<file path="config.mk">
export PLATFORM = sky130hd
export DESIGN_NAME = pc_word_deserializer
export DESIGN_NICKNAME = d
export VERILOG_FILES = /design/src/rtl/pc_word_deserializer.sv
export SDC_FILE = /design/constraint.sdc
export NUM_CORES = 1
export LEC_CHECK = 0
export BUFFER_PORTS_ARGS = -buffer_cell sky130_fd_sc_hd__buf_2
export CAP_MARGIN = 15
export CELL_PAD_IN_SITES_DETAIL_PLACEMENT = 0
export CELL_PAD_IN_SITES_GLOBAL_PLACEMENT = 1
export CORE_MARGIN = 2
export CORE_UTILIZATION = 46
export CTS_BUF_LIST = sky130_fd_sc_hd__clkbuf_8
export DETAILED_ROUTE_END_ITERATION = 6
export PLACE_DENSITY_LB_ADDON = 0.1
export SLEW_MARGIN = 10
export SYNTH_ARGS = -nofsm -noshare
export SYNTH_HDL_FRONTEND = slang
export SYNTH_SLANG_ARGS = --single-unit
</file>
<file path="constraint.sdc">
create_clock -name clk -period 6.3 [get_ports clk]
set_clock_uncertainty 0.05 [all_clocks]
set_input_delay 1.26 -clock clk [delete_from_list [all_inputs] [get_ports clk]]
set_output_delay 1.26 -clock clk [all_outputs]
set_load 0.02 [all_outputs]
</file>
<file path="src/rtl/pc_word_deserializer.sv">
// Routes 32b PC words {code, payload} to the CONF/TIME/BD channels, reassembling multi-word
// messages LSB-word first. Unknown codes and broken messages are dropped and counted.
module pc_word_deserializer #(
    parameter int unsigned NPCcode   = 8,
    parameter int unsigned NPCdata   = 24,
    parameter int unsigned NCONF     = 24,
    parameter int unsigned Ntime     = 48,
    parameter int unsigned NBDdata   = 40,
    parameter int unsigned CONF_code = 0,
    parameter int unsigned TIME_code = 1,
    parameter int unsigned BD_code   = 2
) (
    input  logic               clk,
    input  logic               reset,
    input  logic               PC_in_v,
    input  logic [NPCcode-1:0] PC_in_code,
    input  logic [NPCdata-1:0] PC_in_data,
    output logic               PC_in_a,
    output logic               conf_v,
    output logic [NCONF-1:0]   conf_d,
    input  logic               conf_a,
    output logic               time_v,
    output logic [Ntime-1:0]   time_d,
    input  logic               time_a,
    output logic               bd_v,
    output logic [NBDdata-1:0] bd_d,
    input  logic               bd_a,
    output logic [7:0]         err_count,
    output logic               err_pulse
);

    localparam int unsigned WConf = (NCONF + NPCdata - 1) / NPCdata;
    localparam int unsigned WTime = (Ntime + NPCdata - 1) / NPCdata;
    localparam int unsigned WBd   = (NBDdata + NPCdata - 1) / NPCdata;
    localparam int unsigned WMax  = (WConf > WTime) ? ((WConf > WBd) ? WConf : WBd)
                                                    : ((WTime > WBd) ? WTime : WBd);
    localparam int unsigned AccW  = WMax * NPCdata;
    localparam int unsigned IdxW  = (WMax > 1) ? $clog2(WMax) : 1;

    typedef enum logic {StIdle, StAssemble} state_e;

    state_e             state_q, state_d;
    logic [IdxW-1:0]    idx_q, idx_d;
    logic [NPCcode-1:0] code_q, code_d;
    logic [AccW-1:0]    acc_q, acc_d;

    logic               conf_v_q, conf_v_d;
    logic [NCONF-1:0]   conf_d_q, conf_d_d;
    logic               time_v_q, time_v_d;
    logic [Ntime-1:0]   time_d_q, time_d_d;
    logic               bd_v_q, bd_v_d;
    logic [NBDdata-1:0] bd_d_q, bd_d_d;
    logic [7:0]         err_count_q, err_count_d;
    logic               err_pulse_q, err_pulse_d;

    logic               is_conf, is_time, is_bd, known;
    logic               cont, drop_partial, is_final, stall, xfer;
    logic [IdxW-1:0]    eff_idx, last_idx;
    logic [AccW-1:0]    assembled;
    logic [1:0]         err_inc;
    logic [8:0]         err_sum;

    // Input decode and acceptance; a word from a different code restarts at index 0.
    always_comb begin
        is_conf      = (PC_in_code == NPCcode'(CONF_code));
        is_time      = (PC_in_code == NPCcode'(TIME_code));
        is_bd        = (PC_in_code == NPCcode'(BD_code));
        known        = is_conf || is_time || is_bd;
        cont         = (state_q == StAssemble) && (PC_in_code == code_q);
        drop_partial = (state_q == StAssemble) && !cont;
        eff_idx      = cont ? idx_q : '0;

        last_idx = '0;
        stall    = 1'b0;
        if (is_conf) begin
            last_idx = IdxW'(WConf - 1);
            stall    = conf_v_q && !conf_a;
        end else if (is_time) begin
            last_idx = IdxW'(WTime - 1);
            stall    = time_v_q && !time_a;
        end else if (is_bd) begin
            last_idx = IdxW'(WBd - 1);
            stall    = bd_v_q && !bd_a;
        end

        is_final = known && (eff_idx == last_idx);
        PC_in_a  = !reset && !(is_final && stall);
        xfer     = PC_in_v && PC_in_a;

        assembled = cont ? acc_q : '0;
        for (int i = 0; i < int'(WMax); i++) begin
            if (eff_idx == IdxW'(i)) begin
                assembled[i*NPCdata +: NPCdata] = PC_in_data;
            end
        end
    end

    always_comb begin
        state_d   = state_q;
        idx_d     = idx_q;
        code_d    = code_q;
        acc_d     = acc_q;
        conf_v_d  = conf_v_q && !conf_a;
        conf_d_d  = conf_d_q;
        time_v_d  = time_v_q && !time_a;
        time_d_d  = time_d_q;
        bd_v_d    = bd_v_q && !bd_a;
        bd_d_d    = bd_d_q;
        err_inc   = 2'd0;

        if (xfer) begin
            err_inc = {1'b0, drop_partial} + {1'b0, !known};
            state_d = StIdle;
            idx_d   = '0;
            if (is_final) begin
                if (is_conf) begin
                    conf_v_d = 1'b1;
                    conf_d_d = assembled[NCONF-1:0];
                end else if (is_time) begin
                    time_v_d = 1'b1;
                    time_d_d = assembled[Ntime-1:0];
                end else begin
                    bd_v_d = 1'b1;
                    bd_d_d = assembled[NBDdata-1:0];
                end
            end else if (known) begin
                state_d = StAssemble;
                idx_d   = eff_idx + IdxW'(1);
                code_d  = PC_in_code;
                acc_d   = assembled;
            end
        end

        err_sum     = {1'b0, err_count_q} + {7'd0, err_inc};
        err_count_d = err_sum[8] ? 8'hFF : err_sum[7:0];
        err_pulse_d = (err_inc != 2'd0);
    end

    always_ff @(posedge clk) begin
        if (reset) begin
            state_q     <= StIdle;
            idx_q       <= '0;
            code_q      <= '0;
            acc_q       <= '0;
            conf_v_q    <= 1'b0;
            conf_d_q    <= '0;
            time_v_q    <= 1'b0;
            time_d_q    <= '0;
            bd_v_q      <= 1'b0;
            bd_d_q      <= '0;
            err_count_q <= '0;
            err_pulse_q <= 1'b0;
        end else begin
            state_q     <= state_d;
            idx_q       <= idx_d;
            code_q      <= code_d;
            acc_q       <= acc_d;
            conf_v_q    <= conf_v_d;
            conf_d_q    <= conf_d_d;
            time_v_q    <= time_v_d;
            time_d_q    <= time_d_d;
            bd_v_q      <= bd_v_d;
            bd_d_q      <= bd_d_d;
            err_count_q <= err_count_d;
            err_pulse_q <= err_pulse_d;
        end
    end

    assign conf_v    = conf_v_q;
    assign conf_d    = conf_d_q;
    assign time_v    = time_v_q;
    assign time_d    = time_d_q;
    assign bd_v      = bd_v_q;
    assign bd_d      = bd_d_q;
    assign err_count = err_count_q;
    assign err_pulse = err_pulse_q;

endmodule

</file>
==> results.md <==
* Highest achievable clock rate at approximately 210 MHz
* Count of input and output buffers at 162
* Worst reg2reg setup slack at between 2000 and 3000 ps
* HPWL reported at the end of detailed placement at roughly 14000 um
* Clock Root Buffer: clkbuf_8
* Static leakage at roughly 0.0036 uW
* Drt first-iter violations at around 450
* Number of gates on the worst path with buffers counted at 7
* Reg clk slew, reported paths at approximately 90 ps
* Final period utilization at 75.42%
* Syn Std Cell Area at 0.007812 mm2
* Starting Density at between 40% and 50%
* Final Worst Setup Slack at between 1500 and 2000 ps
* Number of register bits inferred by synthesis at roughly 180
* Standard cell core area at roughly 0.017 mm2
* Proportion of synthesized chip area in sequential cells at between 40% and 50%
* Setup repair after global routing missed its margin: false
* CP delay by family, top: simple AND/OR/NAND/NOR gates
* Design Power at ~2000 uW
* Die footprint at 0.01804 mm2
* Routed wire length per instance at 17.19 um
* Type of the worst min-delay path: flip-flop to flip-flop
* Number of clock sinks seen by CTS at ~180
* VDD IR-drop max at about 0.12 mV
* Number of iterations in the first detailed-routing pass at 5
* Diode insertion count for antenna repair at 0
* Final min period at 4752 ps
* Number of global-route vias before repair at approximately 6000
* Number of buffer and inverter stages on the critical path at 2
* Syn nets at between 800 and 900
* Most used flip-flop cell after synthesis: dfxtp_1
* Detailed-route via count at around 6300
* Post-cts resize count at 0
* Reg-to-reg critical path endpoint: err_count[0]$_SDFF_PP0_
* Via count normalized by instance count at between 5 and 6
* Max-slew headroom at 27.45%
* Kind of start point of the critical path: input pin
* Placed instance count at approximately 1100
* CTS Buf Count at 17
* # nets final at approximately 990
* Die width at approximately 130 um
* Synthesis-to-finish area growth at 16.05%
* # setup viols final at 0
* Largest net degree at the start of global routing at approximately 130
* Run status: finished clean
* Master of the slowest instance on the critical path: or3_4
* Share of the synthesized area in the top cell type at a little under half
* Critical path, cell by cell: buf_2, xnor2_2, nand4_4, or3_4, mux2i_2, nor2b_1, buf_2
* # H-tree levels at 4
* Capturing instance or port of the critical path: PC_in_a
* Most used cell along the critical path: buf_2
* Count of final max-slew check failures at 0
* Chip height at roughly 130 um
* Worst-skew pair later-pin latency at 460 ps
* Filler cell count at roughly 1600
* Final Instance Count excl. Fillers at about 1200
* IO Pins at around 160
* Count of maximum capacitance violations at 0
* Number of warnings reported in the yosys synthesis log at 0
* Setup CP Type: input pin to output pin
* Crit-path max FO at 67
* Avg Cell Area, Syn at about 9.5 um2
* Global placement routability congestion at between 0.8 and 0.9
* Antenna violations before repair at 0
* Number of core rows at 47
* DRC errors left at 0
* Setup crit start: PC_in_code[1]
* Number of standard cells after synthesis at 825
* Post-detailed-route count of antenna-violating nets at 0
* GRT Overall Usage at between 20% and 30%
* Data required time at the worst endpoint at 4990 ps
* Global-route wire length before repair at ~32000 um
* EDFF count, synth at 0
* Hold buffer count at cts at 0
* Number of buffers inserted by post-CTS setup repair at 0
* Largest buffer count on any clock path at 2
* Post-detailed-routing wire length at slightly above 20000 um
* Number of cells on the worst reg-to-reg path at 11
* TritonCTS clock tree: yes
* Fraction of layout instances using a drive strength above 1 at around a quarter
* Pin slew with the least headroom to its limit at approximately 1100 ps
* Accumulated negative setup slack at 0 ps
* Ys async rst share at 0%
* Largest cells by area after synthesis: dfxtp_1 (47%), mux2i_1 (9.9%), nand2b_1 (8.5%)
* Hold violation total from the final report at 0
* Largest stage delay, worst path at between 700 and 800 ps
* Number of different library cells in the post-synthesis netlist at 50
* Critical path arrival at 3440 ps
* Cell Pwr Density at ~220 mW/mm2
* Reg-to-reg critical path startpoint: idx_q$_SDFFE_PP0N_
* Yosys top cell by area: dfxtp_1
* Overflow after GRT at 0
* Worst setup EP type: output pin
* Post-Place Setup Slack at around 1500 ps
## state kept, by name (all words and copies together) (netlist names), 8 cells and up
| name | count |
|---|---|
| acc_q | 48 |
| bd_d | 40 |
| code_q | 8 |
| conf_d | 24 |
| err_count | 8 |
| time_d | 48 |
## how the worst min path moves through the flow
stage / start / to / depth (start not counted)
floorplan: acc_q[24]$_SDFFE_PP0P_ / acc_q[24]$_SDFFE_PP0P_ / 2
global placement: acc_q[6]$_SDFFE_PP0P_ / bd_d[6]$_SDFFE_PP0P_ / 2
detailed placement: acc_q[22]$_SDFFE_PP0P_ / bd_d[22]$_SDFFE_PP0P_ / 2
CTS: acc_q[22]$_SDFFE_PP0P_ / bd_d[22]$_SDFFE_PP0P_ / 2
global route: time_d[39]$_SDFFE_PP0P_ / time_d[39]$_SDFFE_PP0P_ / 2
finish: bd_d[2]$_SDFFE_PP0P_ / bd_d[2]$_SDFFE_PP0P_ / 2
## synth_stat cells, types with 3 or more instances
cell type  number
xnor2_1         9
inv_1           3
nor3_1          5
buf_1           5
ha_1            3
nand3_1        54
nor3b_1         6
dfxtp_1       182
nand2b_1      106
a21oi_1        58
nand2_1        29
and3_1          5
mux2_2         24
nor2_1          9
nand3b_1       23
buf_4           5
o21ai_0       104
buf_6           3
clkbuf_1       41
mux2i_1        77
nand4_1         3
buf_2          15
nor2b_1        20
## cells by family (layout without fill, tap and decap cells)
group / Yosys count / count (layout) / share of synthesized area [%]
XOR/XNOR: 13 / 13 / 1.650
AO/OA/AOI/OAI: 173 / 173 / 11.52
multiplexers: 102 / 102 / 13.50
flip-flops: 182 / 182 / 46.64
AND/OR/NAND/NOR: 278 / 278 / 21.67
buffers and inverters: 73 / 207 / 4.292
adder cells (fa/ha/maj): 4 / 4 / 0.7368
## stage by stage
| stage | hold WS (ps) | utilization [%] | cell area, um2 |
|---|---|---|---|
| floorplan | 396.2 | - | 7812 |
| global placement | 404.8 | 52.26 | 8666 |
| detailed placement | 407.9 | 52.26 | 8666 |
| CTS | 419.0 | 54.67 | 9066 |
| global route | 444.2 | 54.67 | 9066 |
| finish | 422.0 | 54.67 | 9066 |
## layer usage
metal	global-route usage, %	part of all wire, %	vias to the layer above
met5	0	0	-
met4	6.316	1.2	0
met3	4.913	5.1	21
met2	34.41	45	159
met1	31.82	49	2977
li1	-	-	3110
## power breakdown
part / leakage, uW / internal [uW] / switching [uW]
Sequential: 0.00147 / 1150 / 0.967
Combinational: 0.00197 / 29.4 / 46.6
Clock: 0.000194 / 362 / 443
## area by class of cell
class / count / area [um2] / area share, %
inverter: 3 / 11.26 / 0.1242
timing repair buffer: 172 / 888.4 / 9.799
clock inverter: 15 / 166.4 / 1.835
multi-input combinational: 570 / 3847 / 42.44
sequential: 182 / 3643 / 40.19
tap: 220 / 275.3 / 3.036
clock buffer: 17 / 234.0 / 2.581
## worst reg2reg max path, delay by kind of cell (launching register included)
| kind | cells | cell delay [ps] |
|---|---|---|
| buffers and inverters | 2 | 400 |
| muxes | 1 | 450 |
| adders and majority gates | 2 | 610 |
| DFF | 1 | 320 |
| AOI/OAI and AO/OA | 1 | 220 |
| and+or+nand+nor | 5 | 1560 |
## layout by cell type, fill, tap and decap left out, types with 3 or more instances in the layout
cell type,Yosys,layout
dfxtp_1,182,182
buf_2,15,161
nand2b_1,106,106
o21ai_0,104,104
mux2i_1,77,77
a21oi_1,58,58
nand3_1,54,54
nand2_1,29,29
mux2_2,24,24
nand3b_1,23,23
nor2b_1,20,20
clkbuf_8,0,17
buf_4,5,11
nor2_1,9,9
xnor2_1,9,9
nor3b_1,6,6
and3_1,5,5
inv_6,0,5
nor3_1,5,4
clkinvlp_4,0,4
inv_1,3,3
nand4_1,3,3
ha_1,3,3
Note: power is estimated with default switching activity, not from simulation.
